--- src/rtl/quantum_rr_scheduler.sv ---
// Round-robin preemptive scheduler: turns quantum expiry into a CPU
// preemption request, saves the preempted PC and dispatches the next ready pid.
module quantum_rr_scheduler #(
  parameter int NPROC = 8,
  parameter int PID_W = 3,
  parameter int PC_W  = 32
) (
  input  logic             clock,
  input  logic             reset,
  input  logic             enable,
  input  logic             tick_sigint,
  output logic             timer_reset,
  output logic             timer_stop,
  input  logic             create_valid,
  input  logic [PID_W-1:0] create_pid,
  input  logic [PC_W-1:0]  create_pc,
  input  logic             exit_valid,
  output logic             irq_req,
  input  logic             irq_ack,
  input  logic [PC_W-1:0]  cpu_pc,
  output logic             load_pc_valid,
  output logic [PC_W-1:0]  load_pc,
  output logic [PID_W-1:0] current_pid,
  output logic             running
);

  typedef enum logic [2:0] {
    S_IDLE,
    S_SELECT,
    S_DISPATCH,
    S_RUN,
    S_WAIT_ACK
  } state_t;

  state_t           state;
  state_t           state_nx;
  logic [NPROC-1:0] ready;
  logic [NPROC-1:0] ready_nx;
  logic [PC_W-1:0]  pc_tab [NPROC];
  logic [PID_W-1:0] cur;
  logic [PID_W-1:0] nxt_pid;
  logic [PID_W-1:0] idx;
  logic             found;
  logic [NPROC-1:0] cur_oh;
  logic             others;
  logic             irq_q;
  logic             irq_nx;
  logic             rearm_q;
  logic             rearm_nx;
  logic [PC_W-1:0]  lpc_q;
  logic             save_en;
  logic             clr_cur;
  logic             cre_ok;
  logic             run_st;

  assign run_st = (state == S_RUN) || (state == S_WAIT_ACK);
  assign cur_oh = {{(NPROC-1){1'b0}}, 1'b1} << cur;
  assign others = |(ready & ~cur_oh);

  assign cre_ok = create_valid && !ready[create_pid] &&
                  !(run_st && (create_pid == cur));

  // Scan far-to-near so the nearest ready pid after cur wins; cur is last.
  always_comb begin
    nxt_pid = cur;
    found   = 1'b0;
    idx     = cur;
    for (int i = NPROC; i >= 1; i--) begin
      idx = cur + PID_W'(i);
      if (ready[idx]) begin
        nxt_pid = idx;
        found   = 1'b1;
      end
    end
  end

  always_comb begin
    state_nx = state;
    irq_nx   = irq_q;
    rearm_nx = 1'b0;
    save_en  = 1'b0;
    clr_cur  = 1'b0;
    unique case (state)
      S_IDLE: begin
        if (enable && |ready) state_nx = S_SELECT;
      end
      S_SELECT: begin
        state_nx = found ? S_DISPATCH : S_IDLE;
      end
      S_DISPATCH: begin
        state_nx = S_RUN;
      end
      S_RUN: begin
        if (exit_valid) begin
          clr_cur  = 1'b1;
          state_nx = S_SELECT;
        end else if (enable && tick_sigint) begin
          if (others) begin
            irq_nx   = 1'b1;
            state_nx = S_WAIT_ACK;
          end else begin
            // Single pulse even if the timer lags a cycle clearing tick.
            rearm_nx = ~rearm_q;
          end
        end
      end
      S_WAIT_ACK: begin
        if (exit_valid) begin
          clr_cur  = 1'b1;
          irq_nx   = 1'b0;
          state_nx = S_SELECT;
        end else if (irq_ack) begin
          save_en  = 1'b1;
          irq_nx   = 1'b0;
          state_nx = S_SELECT;
        end
      end
      default: begin
        state_nx = S_IDLE;
      end
    endcase
  end

  always_comb begin
    ready_nx = ready;
    if (clr_cur) ready_nx[cur] = 1'b0;
    if (cre_ok)  ready_nx[create_pid] = 1'b1;
  end

  always_ff @(posedge clock) begin
    if (reset) begin
      state   <= S_IDLE;
      ready   <= '0;
      cur     <= '0;
      irq_q   <= 1'b0;
      rearm_q <= 1'b0;
      lpc_q   <= '0;
      for (int i = 0; i < NPROC; i++) pc_tab[i] <= '0;
    end else begin
      state   <= state_nx;
      ready   <= ready_nx;
      irq_q   <= irq_nx;
      rearm_q <= rearm_nx;
      if (state == S_SELECT && found) begin
        cur   <= nxt_pid;
        lpc_q <= pc_tab[nxt_pid];
      end
      if (save_en) pc_tab[cur] <= cpu_pc;
      if (cre_ok)  pc_tab[create_pid] <= create_pc;
    end
  end

  assign timer_reset   = reset | (state == S_DISPATCH) | rearm_q;
  assign timer_stop    = reset | ~run_st | ~enable;
  assign irq_req       = irq_q;
  assign load_pc_valid = (state == S_DISPATCH);
  assign load_pc       = lpc_q;
  assign current_pid   = cur;
  assign running       = run_st;

endmodule
--- config.mk ---
export PLATFORM = sky130hd
export DESIGN_NAME = quantum_rr_scheduler
export DESIGN_NICKNAME = d
export VERILOG_FILES = /design/src/rtl/quantum_rr_scheduler.sv
export SDC_FILE = /design/constraint.sdc
export NUM_CORES = 1
export LEC_CHECK = 0
export ABC_AREA = 0
export BUFFER_PORTS_ARGS = -buffer_cell sky130_fd_sc_hd__clkbuf_2
export CAP_MARGIN = 10
export CELL_PAD_IN_SITES_DETAIL_PLACEMENT = 0
export CELL_PAD_IN_SITES_GLOBAL_PLACEMENT = 2
export CORE_UTILIZATION = 39
export DETAILED_ROUTE_END_ITERATION = 8
export PLACE_DENSITY = 0.83
export SLEW_MARGIN = 20
export SYNTH_ARGS = -nofsm -noshare
export SYNTH_HDL_FRONTEND = slang
export SYNTH_SLANG_ARGS = --single-unit
--- constraint.sdc ---
create_clock -name clock -period 4.8 [get_ports clock]
set_input_delay 0.48 -clock clock [delete_from_list [all_inputs] [get_ports clock]]
set_output_delay 0.48 -clock clock [all_outputs]
set_load 0.05 [all_outputs]
Word-level counts from Yosys, hierarchy flattened. Memory sizes are Yosys's and may differ from the RTL's. A register that Yosys moved wholly into a read port is not among the register bits. Index checks and enable logic that the tools add are counted. Widths: inputs -> output; s select.

$add $sub $neg: 7. Order comparisons: 11. Eq/ne operators: 12. Shift-type cells: 1. Muxes and demuxes: 72. Bitwise logic cells: 14. Reductions and logical operators: 21.

Operators with widths (count): $mux 32 (2); $reduce_or 32->1 (2); $mux 3 (15); $mux 1 (39); $lt 3x4->1 const B (9); $bmux 1 s3 (9); $and 8x8->8 (2); $mux 8 (2); $not 8->8 (2); $reduce_or 8->1 (2); $pmux 3 s5 (1); $add 3x3->3 const B (4); $reduce_or 12->1 (1); $logic_and 1x1->1 (8); $or 8x8->8 (1); $shl 1x3->8 const A (1); $add 3x2->3 const B (2); $demux 1 s3 (2); $eq 3x2->1 const B (2); $ge 3x1->1 const B (2); $ne 2x2->1 const B (3); $ne 3x3->1 const B (2); $not 1->1 (5); $reduce_and 5->1 (1); 15 further kinds (19).

Register bits after elaboration: 16. Bits in writable memories: 256. Logic and storage cells: 144. Memories kept: 1.

Memory list: pc_tab (depth 8, bits a word 32, rd ports 1, clocked after memory_dff 1, wr ports 8, RTL line 39) `logic [PC_W-1:0] pc_tab [NPROC];`.

Logic depth before layout (Yosys ltp).
Depth in word-level cells: 12. Depth in mapped cells: 16. Depth with buffers taken out: 10.

Worst setup path after synthesis. Ideal clock, no wire load.

Path type: register -> register. Start: reg cur[1] (netlist: current_pid[1]). End: reg lpc_q[0] (netlist: load_pc[0]) (read register of pc_tab). Library setup time: 0.122 ns. Arrival time: 4.254 ns. Data required time: 4.678 ns. Slack: 0.424 ns. Cell stages (with the launch flop): 17. Buffers on the path: 6. Clock period less this slack: 4.376 ns. Cells stage by stage: dfxtp_1 -> buf_2 -> buf_2 -> inv_1 -> ha_1 -> buf_2 -> buf_2 -> mux2i_1 -> mux4_2 -> o21ai_0 -> a32oi_1 -> a221oi_1 -> buf_2 -> buf_2 -> mux2i_1 -> mux2i_1 -> a221o_1.

Longest elaborated chain between the ends: 11.

Ends and longest elaborated chain: from (decl) (RTL line 40) `logic [PID_W-1:0] cur;`; from (signal assigned) (RTL line 145) `cur <= nxt_pid;`; $add 3x3->3 / $bmux 1 s3 (equally long branches) (RTL line 69, 70); $bmux 1 s3 / $mux 1 (equally long branches) (RTL line 70) `if (ready[idx]) begin`; $mux 1 (implied by the code) (RTL line 70); $mux 1 (7 in series) (RTL line 70); $logic_and 1x1->1 (RTL line 144) `if (state == S_SELECT && found) begin`; to (decl) (RTL line 50) `logic [PC_W-1:0] lpc_q;`.

Several ways; a longest one is shown, not always the timed one. The select of a mux whose other input is x is not followed. A chain may end at the register's enable or synchronous reset.

Final worst setup path.
Start: reg cur[1] (netlist: current_pid[1]). End: reg lpc_q[4] (netlist: load_pc[4]) (read register of pc_tab).

Same word-level chain as after synthesis.

==> impl_metrics.toml <==
[global_routing]
antenna_found_initial = 2
grt.busiest_layer = "met2"
use_met2 = 0.393
grt.overflow.total = 0
grt_pass1_vias = 12328
grt_pass1_wl_um = 78100
grtUsageMet1 = 0.334
use_met3 = 0.0312
grt_usage = 0.239
grt_max_degree = 66

[floorplanning]
num_rows = 75
initial_core_util = 0.396
core_area_mm2 = 0.0419
die-width_um = 208
num_io_pins = 114
die_h_um = 208
die-area_mm2 = 0.0434

[timing]
report.final.slew_viol_count = 0
setup_violations = 0
tightest_slew_ns = 1.16
maxSlewHeadroom = 0.230
period_share = 0.847
report.final.hold_viol_count = 0
min_period_ns = 4.07
grt_setup_unrepaired = "false"
fin_setup_tns_ns = 0
finalClockSkew_ns = 0.0147
fmax_ghz = 0.246

[synthesis]
synthAdderAreaFrac = 0.00829
syn_area_mm2 = 0.0166
synth_flop_cell = "edfxtp_1"
synth_xor_area_frac = 0.00264
synth_cell_types = 60
synth-compound-area-share = 0.135
synth_edf_count = 256
syn_nets = 1809
synth_seq_cells = 304
ys_seq_area_frac = 0.521
async_flop_share = 0
yosys.area_share.simple = 0.150
synth_top_family_by_area = "simple AND/OR/NAND/NOR gates"
synth_cells = 1724
yosys_warnings = 0
synthMuxAreaShare = 0.125
syn_avg_cell_area_um2 = 9.63

[clock_tree]
cts.sinks = 304
postCtsSetupBuffers = 0
postCtsResizedCells = 0
cts_hold_buf = 0
cts-root-buf = "clkbuf_16"
tritoncts = "done"
path_clk_slew_ns = 0.06
clockBufferDepth = 3
cts_buffers = 36
ctsHtreeMaxLevel = 2
clock_latency_ns = 0.54

[worst_setup_path]
path_delay_family = "simple AND/OR/NAND/NOR gates"
crit_buf_inv = 3
cp.arrival_ns = 4.49
r2r-start = "current_pid[1]$_SDFFE_PP0P_"
reg2reg_to = "load_pc[4]$_SDFFE_PP0P_"
crit_type = "flop to flop"
cp_cell_sequence = "inv_1 > ha_1 > buf_4 > mux2i_1 > mux4_2 > o21a_1 > and4b_1 > or4_4 > buf_4 > mux2i_1 > o22ai_1 > a221o_1"
critPathMaxStageDelay_ns = 0.62
critical_path.endpoint_type = "flop"
reg2reg_depth = 12
crit_fanout = 21
startpoint_type = "flop"
slowest_stage = "or4_4"
reg2reg_slack_ns = 0.73
crit_required_ns = 5.22

[layout]
num-nets-final = 1806
area_growth_pct = 11.9
fin_util = 0.443
drive_gt1_frac = 0.153
nFillCells = 3910

[pwr]
powerDensity_mw_per_mm2 = 381
p_leak_uw = 0.00658
ir_drop_mv = 0.210

[min_path]
hold_start = "tick_sigint"
min_path_type = "primary input to flop"
hold_depth = 3
hold-path-endpoint = "rearm_q$_SDFF_PP0_"

[placement]
place_congestion = 0.864
dp_hpwl_um = 29500
numPortBuffers = 113

[drt]
post_drt_wl_per_cell_um = 22.7
vias = 12917
drt_wl_total_um = 52000
route.detailed.drc = 0
final_antenna_net_count = 0
vias_per_cell = 5.65
first_pass_iters = 5
drt_iter0_markers = 1167

[run]
cap_violations = 0

[run_status]
status = "completed"
cell usage in the layout (no fill, tap or decap), drive strengths merged, types with 4 or more instances in the layout:
master  synthesis  layout
o21ai         264     264
a21oi          13      13
mux2i         173     173
ha             11      11
clkinv          0      12
nand3          12      12
nor4            5       5
a31o            8       8
nand2         539     539
o22ai          33      33
inv            16      18
nand2b          4       4
or3            10      10
a221o          31      31
nor2           26      26
edfxtp        256     256
dfxtp          48      48
mux2            4       4
clkbuf        103     163
xnor2           5       5
mux4           13      13
buf            92      41
nor3           14      14
metrics by stage:
stage / instance area, µm² / hold slack [ns] / instances / total power [µW] / setup slack (ns)
after global routing: 18600 / 0.266 / 2288 / 7310 / 0.531
after global placement: 17400 / 0.410 / 2221 / 4430 / 0.848
after floorplan: 16600 / 0.393 / 1724 / 4070 / 0.424
final: 18600 / 0.250 / 2288 / 7070 / 0.733
after CTS: 18600 / 0.231 / 2287 / 7110 / 0.742
after detailed placement: 17400 / 0.423 / 2222 / 4460 / 0.765
logic make-up after synthesis:
group / after synthesis
xor gates and xnor gates: 5
AOI/OAI and AO/OA: 378
and+or+nand+nor: 625
adders and majority gates: 11
DFF: 304
buffers and inverters: 211
muxes: 190
synthesized netlist by cell type (2+ instances only):
cell type	instances	area share
a211o_1	2	0.0011
a211oi_1	2	0.00090
a21o_1	3	0.0014
a21oi_1	13	0.0039
a221o_1	31	0.019
a221oi_1	2	0.0011
a22oi_1	2	0.00090
a31o_2	8	0.0042
buf_1	33	0.0075
buf_2	26	0.0078
buf_4	26	0.012
buf_6	7	0.0047
clkbuf_1	101	0.023
clkbuf_2	2	0.00060
dfxtp_1	48	0.058
edfxtp_1	256	0.46
ha_1	11	0.0083
inv_1	16	0.0036
mux2_2	3	0.0020
mux2i_1	173	0.10
mux4_2	13	0.018
nand2_1	539	0.12
nand2b_1	4	0.0015
nand3_1	12	0.0036
nand3b_1	3	0.0014
nand4_1	2	0.00075
nor2_1	26	0.0059
nor3_1	14	0.0042
nor3b_1	3	0.0014
nor4_1	4	0.0015
o21ai_0	262	0.079
o21ai_1	2	0.00060
o221ai_1	3	0.0016
o22ai_1	33	0.012
or3_1	10	0.0038
xnor2_1	5	0.0026
sequential cells by signal, summed over array words and instances (netlist names):
signal       flops
current_pid      3
state            3
pc_tab         256
load_pc         32
ready            8
rearm_q          1
irq_req          1
per-layer routing:
layer	vias to the layer above	routed length (µm)
met5	-	11
met4	2	995
met3	70	3590
met2	503	24400
met1	6268	23000
li1	6074	-
worst register-to-register path: stages (launching register included):
cell	delay (ns)
dfxtp_1	0.32
inv_1	0.11
ha_1	0.52
buf_4	0.26
mux2i_1	0.12
mux4_2	0.56
o21a_1	0.25
and4b_1	0.28
or4_4	0.62
buf_4	0.33
mux2i_1	0.22
o22ai_1	0.09
a221o_1	0.28
power by group:
group	switching [µW]	leakage, µW	internal [µW]
combinational	851	0.00298	469
sequential	76.7	0.00304	3010
clock	1120	0.000564	1550
total	2050	0.00658	5020
area by class of cell:
type                    count  area [µm²]  area share
multi-input cells        1209        7130       0.384
inverters                  16        60.1     0.00323
clock inverters            15         104     0.00559
flip-flops and latches    304        8650       0.466
diodes                      1        2.50    0.000135
clock buffers              50        1020      0.0552
well taps                 539         674      0.0363
repair buffers            154         931      0.0501
worst max-delay path by stage:
stage                                      from                        to  slack, ns  cells past startpoint
finish              current_pid[1]$_SDFFE_PP0P_   load_pc[4]$_SDFFE_PP0P_       0.73                     12
global route        current_pid[1]$_SDFFE_PP0P_  load_pc[14]$_SDFFE_PP0P_       0.53                     12
CTS                 current_pid[1]$_SDFFE_PP0P_   load_pc[8]$_SDFFE_PP0P_       0.74                     12
detailed placement  current_pid[1]$_SDFFE_PP0P_  load_pc[14]$_SDFFE_PP0P_       0.76                     12
global placement    current_pid[1]$_SDFFE_PP0P_  load_pc[30]$_SDFFE_PP0P_       0.85                     12
floorplan           current_pid[1]$_SDFFE_PP0P_   load_pc[0]$_SDFFE_PP0P_       0.42                     16
Note: power is estimated with default switching activity, not from simulation.
